===== src/rtl/dcache_port_arbiter_pkg.sv =====
// Shared types for the dcache port arbiter: bus data types, grant owner and
// the outstanding-response FIFO entry.
package dcache_port_arbiter_pkg;

  typedef logic [31:0] virt_t;
  typedef logic [31:0] uint32_t;

  // TLB exception report returned by the mmu alongside dcache_data_ok.
  typedef struct packed {
    logic       valid;
    logic [4:0] exccode;
  } exception_t;

  typedef enum logic {
    OWN_LOAD  = 1'b0,
    OWN_STORE = 1'b1
  } grant_owner_e;

  // One accepted-but-unanswered DBus request.
  typedef struct packed {
    grant_owner_e owner;
    logic         cancel;
  } resp_entry_t;

  localparam int unsigned MAX_OUTSTANDING_DEF = 2;
  localparam int unsigned STARVE_LIMIT_DEF    = 4;

endpackage


===== src/rtl/dcache_port_arbiter_if.sv =====
// DBus request/response bundle between the arbiter (master) and the
// dcache+mmu (slave).
interface dcache_port_arbiter_if;
  import dcache_port_arbiter_pkg::*;

  logic       dcache_req;
  logic       dcache_wr;
  logic [3:0] dcache_wstrb;
  logic [2:0] dcache_size;
  virt_t      dcache_addr;
  uint32_t    dcache_wdata;
  logic       dcache_addr_ok;
  logic       dcache_data_ok;
  uint32_t    dcache_rdata;
  exception_t data_tlb_ex;

  modport master (
    output dcache_req, dcache_wr, dcache_wstrb, dcache_size, dcache_addr, dcache_wdata,
    input  dcache_addr_ok, dcache_data_ok, dcache_rdata, data_tlb_ex
  );

  modport slave (
    input  dcache_req, dcache_wr, dcache_wstrb, dcache_size, dcache_addr, dcache_wdata,
    output dcache_addr_ok, dcache_data_ok, dcache_rdata, data_tlb_ex
  );
endinterface


===== src/rtl/dcache_resp_fifo.sv =====
// Small in-order FIFO of outstanding DBus requests. cancel_loads_i marks every
// stored load entry as cancelled so its response is later dropped.
module dcache_resp_fifo
  import dcache_port_arbiter_pkg::*;
#(
  parameter int unsigned DEPTH = MAX_OUTSTANDING_DEF
) (
  input  logic        clk,
  input  logic        reset,
  input  logic        push_i,
  input  resp_entry_t push_entry_i,
  input  logic        pop_i,
  input  logic        cancel_loads_i,
  output resp_entry_t head_o,
  output logic        empty_o,
  output logic        full_o
);
  localparam int unsigned AW = (DEPTH > 1) ? $clog2(DEPTH) : 1;

  resp_entry_t   mem_q [DEPTH];
  logic [AW-1:0] wr_ptr_q, rd_ptr_q;
  logic [AW:0]   cnt_q;
  logic          do_push, do_pop;

  // Occupancy flags and push/pop qualification (push into a full FIFO only with a pop).
  always_comb begin
    empty_o = (cnt_q == '0);
    full_o  = (cnt_q == (AW+1)'(DEPTH));
    head_o  = mem_q[rd_ptr_q];
    do_pop  = pop_i & ~empty_o;
    do_push = push_i & (~full_o | do_pop);
  end

  // Storage, pointers and count; the pushed entry already carries its own cancel bit.
  always_ff @(posedge clk) begin
    if (reset) begin
      wr_ptr_q <= '0;
      rd_ptr_q <= '0;
      cnt_q    <= '0;
      for (int unsigned i = 0; i < DEPTH; i++) mem_q[i] <= '0;
    end else begin
      if (cancel_loads_i) begin
        for (int unsigned i = 0; i < DEPTH; i++)
          if (mem_q[i].owner == OWN_LOAD) mem_q[i].cancel <= 1'b1;
      end
      if (do_push) begin
        mem_q[wr_ptr_q] <= push_entry_i;
        wr_ptr_q        <= wr_ptr_q + 1'b1;
      end
      if (do_pop) rd_ptr_q <= rd_ptr_q + 1'b1;
      case ({do_push, do_pop})
        2'b10:   cnt_q <= cnt_q + 1'b1;
        2'b01:   cnt_q <= cnt_q - 1'b1;
        default: cnt_q <= cnt_q;
      endcase
    end
  end
endmodule


===== src/rtl/dcache_port_arbiter.sv =====
// Shares the single DBus port between the speculative load path and the
// store-buffer drain path, and routes in-order responses back to their owner.
module dcache_port_arbiter
  import dcache_port_arbiter_pkg::*;
#(
  parameter int unsigned MAX_OUTSTANDING = MAX_OUTSTANDING_DEF,
  parameter int unsigned STARVE_LIMIT    = STARVE_LIMIT_DEF
) (
  input  logic       clk,
  input  logic       reset,
  input  logic       flush,
  input  logic       ld_req,
  input  logic [2:0] ld_size,
  input  virt_t      ld_addr,
  output logic       ld_addr_ok,
  output logic       ld_data_ok,
  output uint32_t    ld_rdata,
  output exception_t ld_ex,
  input  logic       st_req,
  input  logic       st_urgent,
  input  logic [3:0] st_wstrb,
  input  logic [2:0] st_size,
  input  virt_t      st_addr,
  input  uint32_t    st_wdata,
  output logic       st_addr_ok,
  output logic       st_data_ok,
  output exception_t st_ex,
  dcache_port_arbiter_if.master dbus
);
  localparam int unsigned SW = $clog2(STARVE_LIMIT + 1);

  logic         lock_q;
  grant_owner_e lock_owner_q;
  logic [SW-1:0] starve_cnt_q, starve_cnt_d;

  logic         grant_vld, req_s, accept_s, is_st, resp_vld;
  grant_owner_e grant_owner;
  resp_entry_t  push_entry, head;
  logic         fifo_empty, fifo_full;

  // Grant selection; a locked owner keeps the port until the DBus accepts it.
  always_comb begin
    grant_vld   = 1'b0;
    grant_owner = OWN_LOAD;
    if (lock_q) begin
      grant_vld   = 1'b1;
      grant_owner = lock_owner_q;
    end else if (st_req && (st_urgent || starve_cnt_q == SW'(STARVE_LIMIT))) begin
      grant_vld   = 1'b1;
      grant_owner = OWN_STORE;
    end else if (ld_req && !flush) begin
      grant_vld   = 1'b1;
      grant_owner = OWN_LOAD;
    end else if (st_req) begin
      grant_vld   = 1'b1;
      grant_owner = OWN_STORE;
    end
  end

  // Combinational request path and addr_ok return to the granted requester.
  always_comb begin
    is_st     = (grant_owner == OWN_STORE);
    req_s     = grant_vld & ~fifo_full & ~reset;
    accept_s  = req_s & dbus.dcache_addr_ok;
    dbus.dcache_req   = req_s;
    dbus.dcache_wr    = 1'b0;
    dbus.dcache_wstrb = '0;
    dbus.dcache_size  = '0;
    dbus.dcache_addr  = '0;
    dbus.dcache_wdata = '0;
    if (req_s) begin
      if (is_st) begin
        dbus.dcache_wr    = 1'b1;
        dbus.dcache_wstrb = st_wstrb;
        dbus.dcache_size  = st_size;
        dbus.dcache_addr  = st_addr;
        dbus.dcache_wdata = st_wdata;
      end else begin
        dbus.dcache_size  = ld_size;
        dbus.dcache_addr  = ld_addr;
      end
    end
    ld_addr_ok        = accept_s & ~is_st & ~flush;
    st_addr_ok        = accept_s & is_st;
    push_entry.owner  = grant_owner;
    push_entry.cancel = ~is_st & flush;
  end

  // Response routing from the FIFO head; a load returning in a flush cycle is dropped too.
  always_comb begin
    resp_vld   = dbus.dcache_data_ok & ~fifo_empty & ~reset;
    st_data_ok = resp_vld & (head.owner == OWN_STORE);
    ld_data_ok = resp_vld & (head.owner == OWN_LOAD) & ~head.cancel & ~flush;
    st_ex      = st_data_ok ? dbus.data_tlb_ex : '0;
    ld_ex      = ld_data_ok ? dbus.data_tlb_ex : '0;
    ld_rdata   = ld_data_ok ? dbus.dcache_rdata : '0;
  end

  // Starvation counter: consecutive load accepts while a store waits, saturating.
  always_comb begin
    starve_cnt_d = starve_cnt_q;
    if (!st_req || st_addr_ok)
      starve_cnt_d = '0;
    else if (accept_s && !is_st && starve_cnt_q != SW'(STARVE_LIMIT))
      starve_cnt_d = starve_cnt_q + 1'b1;
  end

  // Lock owner and starvation state.
  always_ff @(posedge clk) begin
    if (reset) begin
      lock_q       <= 1'b0;
      lock_owner_q <= OWN_LOAD;
      starve_cnt_q <= '0;
    end else begin
      starve_cnt_q <= starve_cnt_d;
      if (req_s) begin
        lock_q       <= ~dbus.dcache_addr_ok;
        lock_owner_q <= grant_owner;
      end
    end
  end

  dcache_resp_fifo #(.DEPTH(MAX_OUTSTANDING)) u_resp_fifo (
    .clk            (clk),
    .reset          (reset),
    .push_i         (accept_s),
    .push_entry_i   (push_entry),
    .pop_i          (dbus.dcache_data_ok),
    .cancel_loads_i (flush),
    .head_o         (head),
    .empty_o        (fifo_empty),
    .full_o         (fifo_full)
  );
endmodule


===== src/flat_wrapper.sv =====
// flat-port wrapper written by rule: the top's interface ports become plain ports
module dcache_port_arbiter_flat import dcache_port_arbiter_pkg::*;
#(
  parameter int unsigned MAX_OUTSTANDING = MAX_OUTSTANDING_DEF,
  parameter int unsigned STARVE_LIMIT    = STARVE_LIMIT_DEF
)
  (clk, reset, flush, ld_req, ld_size, ld_addr, ld_addr_ok, ld_data_ok, ld_rdata, ld_ex, st_req, st_urgent, st_wstrb, st_size, st_addr, st_wdata, st_addr_ok, st_data_ok, st_ex, dbus_dcache_req, dbus_dcache_wr, dbus_dcache_wstrb, dbus_dcache_size, dbus_dcache_addr, dbus_dcache_wdata, dbus_dcache_addr_ok, dbus_dcache_data_ok, dbus_dcache_rdata, dbus_data_tlb_ex);
  dcache_port_arbiter_if dbus_i ();
  input  logic clk;
  input  logic reset;
  input  logic flush;
  input  logic ld_req;
  input  logic [2:0] ld_size;
  input  virt_t ld_addr;
  output logic ld_addr_ok;
  output logic ld_data_ok;
  output uint32_t ld_rdata;
  output exception_t ld_ex;
  input  logic st_req;
  input  logic st_urgent;
  input  logic [3:0] st_wstrb;
  input  logic [2:0] st_size;
  input  virt_t st_addr;
  input  uint32_t st_wdata;
  output logic st_addr_ok;
  output logic st_data_ok;
  output exception_t st_ex;
  output wire logic [$bits(dbus_i.dcache_req)-1:0] dbus_dcache_req;
  output wire logic [$bits(dbus_i.dcache_wr)-1:0] dbus_dcache_wr;
  output wire logic [$bits(dbus_i.dcache_wstrb)-1:0] dbus_dcache_wstrb;
  output wire logic [$bits(dbus_i.dcache_size)-1:0] dbus_dcache_size;
  output wire logic [$bits(dbus_i.dcache_addr)-1:0] dbus_dcache_addr;
  output wire logic [$bits(dbus_i.dcache_wdata)-1:0] dbus_dcache_wdata;
  input wire logic [$bits(dbus_i.dcache_addr_ok)-1:0] dbus_dcache_addr_ok;
  input wire logic [$bits(dbus_i.dcache_data_ok)-1:0] dbus_dcache_data_ok;
  input wire logic [$bits(dbus_i.dcache_rdata)-1:0] dbus_dcache_rdata;
  input wire logic [$bits(dbus_i.data_tlb_ex)-1:0] dbus_data_tlb_ex;
  assign dbus_dcache_req = dbus_i.dcache_req;
  assign dbus_dcache_wr = dbus_i.dcache_wr;
  assign dbus_dcache_wstrb = dbus_i.dcache_wstrb;
  assign dbus_dcache_size = dbus_i.dcache_size;
  assign dbus_dcache_addr = dbus_i.dcache_addr;
  assign dbus_dcache_wdata = dbus_i.dcache_wdata;
  assign dbus_i.dcache_addr_ok = dbus_dcache_addr_ok;
  assign dbus_i.dcache_data_ok = dbus_dcache_data_ok;
  assign dbus_i.dcache_rdata = dbus_dcache_rdata;
  assign dbus_i.data_tlb_ex = dbus_data_tlb_ex;
  dcache_port_arbiter #(.MAX_OUTSTANDING(MAX_OUTSTANDING), .STARVE_LIMIT(STARVE_LIMIT)) u_core (.clk(clk), .reset(reset), .flush(flush), .ld_req(ld_req), .ld_size(ld_size), .ld_addr(ld_addr), .ld_addr_ok(ld_addr_ok), .ld_data_ok(ld_data_ok), .ld_rdata(ld_rdata), .ld_ex(ld_ex), .st_req(st_req), .st_urgent(st_urgent), .st_wstrb(st_wstrb), .st_size(st_size), .st_addr(st_addr), .st_wdata(st_wdata), .st_addr_ok(st_addr_ok), .st_data_ok(st_data_ok), .st_ex(st_ex), .dbus(dbus_i));
endmodule

===== config.mk =====
export PLATFORM = sky130hd
export DESIGN_NAME = dcache_port_arbiter_flat
export DESIGN_NICKNAME = d
export VERILOG_FILES = /design/src/rtl/dcache_port_arbiter_pkg.sv /design/src/rtl/dcache_port_arbiter_if.sv /design/src/rtl/dcache_resp_fifo.sv /design/src/rtl/dcache_port_arbiter.sv /design/src/flat_wrapper.sv
export SDC_FILE = /design/constraint.sdc
export NUM_CORES = 1
export LEC_CHECK = 0
export ABC_CLOCK_PERIOD_IN_PS = 1810
export CORE_AREA = 4 4 103 105
export CTS_BUF_LIST = sky130_fd_sc_hd__clkbuf_2
export DETAILED_ROUTE_END_ITERATION = 6
export DIE_AREA = 0 0 107 109
export PLACE_DENSITY = 0.84
export SLEW_MARGIN = 40
export SYNTH_ARGS = -nofsm -noshare
export SYNTH_HDL_FRONTEND = slang
export SYNTH_SLANG_ARGS = --single-unit
export TNS_END_PERCENT = 10

===== constraint.sdc =====
create_clock -name clk -period 1.81 [get_ports clk]
set_input_delay 0.362 -clock clk [delete_from_list [all_inputs] [get_ports clk]]
set_output_delay 0.362 -clock clk [all_outputs]
set_load 0.05 [all_outputs]

==> results of run 1 <==
how the worst max path moves through the flow:
stage                                 startpoint                    end  slack (ns)  depth (start not counted)
after floorplan                    u_core.lock_q   dbus_dcache_wstrb[0]       -0.09                          6
after global placement                     flush  dbus_dcache_wdata[18]       -0.60                          6
after detailed placement                  st_req    dbus_dcache_size[2]       -0.59                          7
after CTS                 u_core.starve_cnt_q[0]  dbus_dcache_wdata[23]       -0.48                          8
after global routing      u_core.starve_cnt_q[0]  dbus_dcache_wdata[26]       -0.60                          9
final                     u_core.starve_cnt_q[0]  dbus_dcache_wdata[24]       -0.51                          9
metrics by stage:
stage          hold slack, ns  instances
5_1_grt                 0.571        734
3_5_place_dp            0.485        709
6_report                0.536        734
4_1_cts                 0.535        726
3_3_place_gp            0.478        709
2_1_floorplan           0.457        299
report_power, final:
part           leakage [nW]  internal, mW  total [mW]  switching, mW
logic                  2.79          1.54        3.03           1.49
clock network        0.0140        0.0478       0.169          0.121
registers             0.126         0.376       0.435         0.0589
sequential cells by signal, summed over array words and instances (netlist names), named ones only:
register and flops:
u_core.starve_cnt_q 3, u_core.u_resp_fifo.mem_q 4, u_core.lock_q 1, u_core.u_resp_fifo.wr_ptr_q 1, u_core.u_resp_fifo.cnt_q 2, u_core.lock_owner_q 1, u_core.u_resp_fifo.rd_ptr_q 1
layout by cell type, fill, tap and decap left out, drive strengths merged, types with 2 or more instances in the layout:
cell type        n
buf            168
a21oi           42
mux2             2
nor2            12
nor3             6
nand2           74
dfxtp           10
ha               3
mux2i            2
clkinv           2
o21ai            5
and2            44
clkbuf           5
xor2             2
clkdlybuf4s50  147
nand2b           3
inv              7
xnor2            2
edfxtp           4
and3            36
o21bai           3
nor2b            3
nand4            2
dlygate4sd2      4
cell type report:
cell class                      count  area, um^2  share of cell area, %
Antenna cell                        1        2.50                 0.0336
Clock buffer                        3        15.0                  0.202
Clock inverter                      1        3.75                 0.0504
Inverter                            7        45.0                  0.605
Multi-Input combinational cell    252        2270                   30.4
Sequential cell                    14         329                   4.42
Tap cell                          133         166                   2.23
Timing Repair Buffer              321        4600                   61.7
Timing Repair inverter              2        27.5                  0.369
what timing repair did:
item	CTS	global route
gates resized for setup	66	52
endpoints found under the hold margin	0	0
buffers inserted	7	4
endpoints found under the setup margin	125	123
gates cloned	6	3
pin swaps	32	57
worst reg2reg max path, cell delays in order, from the launching register on:
cell	delay, ns
dfxtp_4	0.40
buf_4	0.14
or2_1	0.21
o211a_1	0.25
inv_4	0.08
ha_1	0.24
or3_1	0.39
a21oi_2	0.13
logic make-up after synthesis:
family          count (synthesis)  synth area share, %
simple gates                  184                 49.2
compound gates                 57                 17.4
buf+inv                        33                 10.9
flops                          14                 16.5
xor+xnor                        4                 1.81
mux                             4                 2.19
fa+ha+maj                       3                 1.94
routing by layer:
metal	global-route usage, %	up-vias	share of wire [%]
met1	20.4	1580	33
met3	7.05	25	8.8
li1	-	1597	-
met5	0	-	0
met4	8.04	0	3.0
met2	44.3	193	55
==> summary.txt, run 1 <==
Die
  • Starting Density: 20.1%
  • IO Pins: 273
  • Die area: 11700 um^2
  • Die height: 109 um
  • Core region area: 9640 um^2
  • Site Rows: 36
  • Die W: 107 um

Routing
  • Vias post-DR: 3395
  • Routed WL: 13700 um
  • Routed WL per cell: 18.7 um
  • Antenna Violating Nets Remaining: 0
  • Initial drt markers: 132
  • Via/cell ratio: 4.63
  • DRC: 0
  • DR pass1 iterations: 6

Synth
  • Syn avg cell area: 6.48 um^2
  • Top post-synthesis cells by area: and2_1, nand2_1, and3_1, a21oi_1, dfxtp_1
  • Syn_nets: 454
  • Netlist cell types: 44
  • Cell count after synthesis: 299
  • Commonest cells post-synth: nand2_1, and2_1, a21oi_1
  • Seq cells post-synth: 14
  • Sequential cell area fraction in the yosys report: 16.5%
  • Biggest area consumer among synthesized cells: and2_1
  • Ys Warns: 0
  • Syn Std Cell Area: 1940 um^2
  • Yosys top cell area share: 14.2%
  • Post-synth top flop: dfxtp_1
  • Async S/R FF share, synth: 0%
  • Most numerous cell in the Yosys netlist: nand2_1
  • EDFF count, synth: 4

Timing
  • Setup Skew: 0.00458 ns
  • Fmax achieved: 0.432 GHz
  • Max-slew violations: 0
  • Worst-Margin Slew: 0.326 ns
  • Final hold violation count: 0
  • Final setup margin: -0.506 ns
  • Setup_tns: -47.20 ns
  • RSZ-0062 raised after global routing: true
  • Relative slew slack: 78.3%
  • Tmin final: 2.32 ns
  • Final Cycle Share: 128%
  • Setup-failing EPs final: 121

Setup path
  • CP max stage cell: dfxtp_2
  • Worst R2R Path Depth: 7
  • CP most frequent cell: buf_12
  • CP peak stage delay: 0.36 ns
  • CP arrival: 1.95 ns
  • R2r setup slk: -0.08 ns
  • Cell family with most CP delay: buffers and inverters
  • Critical path required time: 1.45 ns
  • CP cell instances: inv_2, ha_4, nand2_4, a31oi_4, buf_12, buf_8, clkbuf_16, and3_4, buf_12
  • Critical path launch point type: register
  • Worst setup path category: reg -> out
  • R2r startpoint: u_core.lock_q
  • WP buf/inv: 5
  • Reg-to-reg endpoint: u_core.u_resp_fifo.cnt_q[1]
  • Max Fanout on Critical Path: 6
  • Setup crit end kind: output pin

Min path
  • Hold Path Cell Cnt: 2
  • Hold WC Path Type: reg -> reg
  • Worst Hold Endpoint: u_core.lock_owner_q
  • Min-delay src: u_core.lock_owner_q

Final layout
  • Cell area after layout: 7450 um^2
  • Layout cells sized above 1: 57.0%
  • Fill count: 575
  • Synthesis-to-layout area growth: 284%
  • Post-layout util: 77.3%
  • Nets: 756

Run
  • Max Cap Viol: 0

Placement
  • Gpl congestion: 0.795
  • Post-DP Area: 6730 um^2
  • Placement Setup Slack: -0.591 ns
  • Port bufs: 272
  • DP HPWL: 10900 um

CTS
  • Cts bufs inserted: 3
  • Hold_buf cts: 0
  • CTS tree: built
  • Clk buf depth: 2
  • Clk Latency, worst-skew pair: 0.32 ns
  • Clk slew on worst S/H paths: 0.15 ns
  • H-tree Lvls: 1
  • CTS root buf: clkbuf_2
  • Clock sinks: 14

Pwr
  • LEAKAGE: 2.93 nW
  • Cell Pwr Density: 487 nW/um^2
  • Maximum ir drop on the vdd rail: 0.330 mV
  • Final Power: 3.63 mW

Global routing
  • First-pass GRT wire length: 19900 um
  • Vias in the first global route: 3764
  • Pin count of the biggest net entering global routing: 40
  • Initial antenna violation count: 1
  • Overflow after GRT: 0
  • Gr usage total: 22.0%

Status
  • Status: finished with violations
  • Failing checks: negative setup slack
Note: power is estimated with default switching activity, not from simulation.
==> inputs of run 2 (changes only) <==
Settings changed: CAP_MARGIN set to 25, CELL_PAD_IN_SITES_DETAIL_PLACEMENT set to 2, CELL_PAD_IN_SITES_GLOBAL_PLACEMENT set to 2, CORE_AREA 4 4 103 105 to unset, CORE_ASPECT_RATIO set to 2, CORE_MARGIN set to 4, CORE_UTILIZATION set to 10, DIE_AREA 0 0 107 109 to unset, PLACE_DENSITY 0.84 to 0.95.
==> run 2 against run 1 <==
  * Worst setup slack got worse by 0.035 ns
  * Highest routed layer unchanged
  * Largest cell class unchanged
  * Maximum frequency decreased by 1.5%
  * Wire length increased by 30%
  * Die area increased by 87%
  * Non-clock buffer count increased by 13
  * First-iteration DRC count decreased by 34%
  * Critical path type is now in -> out
  * Flip-flop and latch count unchanged
  * Clock power about the same
  * Via count increased by 4.0%
  * The flow still finishes with violations (negative setup slack)
==> summary.txt, run 2 (synthesis results as in run 1) <==
Status
  • Status: finished with violations
  • Failing checks: negative setup slack

Global routing
  • Overflow after GRT: 0 (unchanged)
  • Pin count of the biggest net entering global routing: 40 (unchanged)
  • Vias in the first global route: 3989 (+6.0%)
  • First-pass GRT wire length: 24400 um (+23%)
  • Initial antenna violation count: 0 (-1)
  • Gr usage total: 14.6% (-7.4 points)

Routing
  • Routed WL per cell: 20.6 um (+10%)
  • Antenna Violating Nets Remaining: 0 (unchanged)
  • Via/cell ratio: 4.08 (-12%)
  • Routed WL: 17800 um (+30%)
  • DR pass1 iterations: 3 (-3)
  • Initial drt markers: 87 (-34%)
  • DRC: 0 (unchanged)
  • Vias post-DR: 3532 (+4.0%)

Setup path
  • Worst R2R Path Depth: 7 (unchanged)
  • Worst setup path category: in -> out
  • Reg-to-reg endpoint: u_core.u_resp_fifo.cnt_q[1]
  • Critical path required time: 1.45 ns (about the same)
  • Setup crit end kind: output pin
  • CP arrival: 1.99 ns (+0.04 ns)
  • Max Fanout on Critical Path: 4 (-2)
  • Critical path launch point type: primary input
  • R2r startpoint: u_core.lock_q
  • R2r setup slk: -0.14 ns (-0.06 ns)

Final layout
  • Most common cell after layout, fill and taps aside: clkdlybuf4s50_1
  • Most frequent cells in the layout: clkdlybuf4s50_1, buf_12, and3_4, a21oi_4, buf_4
  • Top flop regs: u_core.u_resp_fifo.mem_q x4, u_core.starve_cnt_q x3, u_core.u_resp_fifo.cnt_q x2
  • Fill count: 1901 (+230%)
  • Largest register FFs: 4 (unchanged)
  • Inserted Diodes: 0 (-1)
  • Nets: 767 (+1.5%)
  • Largest Register: u_core.u_resp_fifo.mem_q
  • Synthesis-to-layout area growth: 305%
  • Layout cells sized above 1: 61.7% (+4.7 points)

Placement
  • Gpl congestion: 0.853 (+7.3%)
  • DP HPWL: 13600 um (+25%)
  • Port bufs: 272 (unchanged)

Pwr
  • Final Power: 3.81 mW (+4.9%)
  • Maximum ir drop on the vdd rail: 0.212 mV (-36%)
  • LEAKAGE: 3.08 nW (+5.1%)
  • Cell Pwr Density: 485 nW/um^2 (-0.49%)

Timing
  • Fmax achieved: 0.426 GHz (-1.5%)
  • Final Cycle Share: 130% (+1.9 points)
  • Setup Skew: 0.0111 ns (+0.00650 ns)
  • Tmin final: 2.35 ns (+0.0346 ns)
  • Relative slew slack: 75.4% (-2.9 points)
  • WHS: 0.550 ns (+0.0139 ns)
  • Final hold violation count: 0 (unchanged)
  • Setup-failing EPs final: 123 (+1.7%)
  • RSZ-0062 raised after global routing: true
  • Worst-Margin Slew: 0.367 ns (+0.0412 ns)
  • Final setup margin: -0.540 ns (-0.0346 ns)
  • Max-slew violations: 0 (unchanged)

Min path
  • Hold Path Cell Cnt: 2 (unchanged)
  • Worst Hold Endpoint: u_core.lock_owner_q
  • Hold WC Path Type: reg -> reg
  • Min-delay src: u_core.lock_owner_q

Die
  • Die W: 106 um (-0.52%)
  • Site Rows: 71 (+97%)
  • Starting Density: 10.2% (-9.9 points)
  • Die area: 21800 um^2 (+87%)
  • Core region area: 18900 um^2 (+96%)
  • IO Pins: 273 (unchanged)
  • Die height: 205 um (+88%)

CTS
  • Clk Latency, worst-skew pair: 0.31 ns (about the same)
  • Clk slew on worst S/H paths: 0.16 ns (about the same)
  • Clock sinks: 14 (unchanged)
  • Clk buf depth: 2 (unchanged)
  • CTS root buf: clkbuf_2
  • CTS tree: built
  • H-tree Lvls: 1 (unchanged)
  • Cts bufs inserted: 3 (unchanged)

Run
  • Max Cap Viol: 0 (unchanged)
[run 2: cell count changes in the layout (fill, tap and decap cells not counted), sizes merged]
cell / before / now
buf: 168 / 177
clkbuf: 5 / 9
diode: 1 / 0
inv: 7 / 5
[run 2: metrics by stage]
step           setup TNS [ns]  setup slack, ns  std cells  utilization [%]  instance area (um^2)
6_report               -50.67           -0.540        866             41.5                  7860
5_1_grt                -62.37           -0.645        866             41.5                  7860
4_1_cts                -52.50           -0.568        858             39.5                  7470
3_5_place_dp           -74.31           -0.679        839             36.6                  6930
3_3_place_gp           -67.79           -0.588        839             36.6                  6930
2_1_floorplan           -5.83          -0.0900        299                -                  2490
[run 2: how the worst max path moves through the flow]
stage                           startpoint              endpoint  cells past startpoint
finish                           st_urgent  dbus_dcache_addr[29]                      9
global placement                     flush  dbus_dcache_addr[28]                      6
detailed placement                  st_req  dbus_dcache_addr[20]                      7
global route        u_core.starve_cnt_q[0]   dbus_dcache_addr[0]                     10
floorplan                    u_core.lock_q  dbus_dcache_wstrb[0]                      6
CTS                 u_core.starve_cnt_q[1]            ld_addr_ok                     10
[run 2: critical path, cell delays in order]
cell and delay, ns:
clkdlybuf4s50_1 0.52, nor2_4 0.07, a31oi_4 0.24, buf_12 0.16, buf_6 0.12, clkbuf_16 0.15
nand2_2 0.07, a21oi_4 0.14, buf_12 0.15
[run 2: where the power goes]
| group | internal, mW | total, mW | switching, mW |
|---|---|---|---|
| Sequential | 0.374 | 0.431 | 0.0568 |
| Clock | 0.0480 | 0.171 | 0.123 |
| Combinational | 1.61 | 3.21 | 1.60 |
| Total | 2.03 | 3.81 | 1.78 |
[run 2: area by class of cell]
type                       count  area [um^2]  share of cell area [%]
clock buffer                   3         15.0                   0.191
clock inverter                 1         3.75                  0.0478
inverter                       7         58.8                   0.748
multi-input combinational    252         2390                    30.4
sequential                    14          328                    4.17
tap                          255          319                    4.06
timing repair buffer         334         4740                    60.4
[run 2: routing by layer]
metal,GRT usage [%],up-vias,wire (um)
met2,31.2,171,10800
met4,3.11,0,487
met1,13.1,1708,5400
met3,3.63,28,1120
li1,-,1625,-
met5,0,-,0
[run 2: what timing repair did]
item / in CTS / in global routing
setup endpoints to repair: 128 / 124
resized for setup: 88 / 69
buffers inserted: 10 / 4
pin swaps: 47 / 71
hold buffers: 0 / 0
cloned: 5 / 7
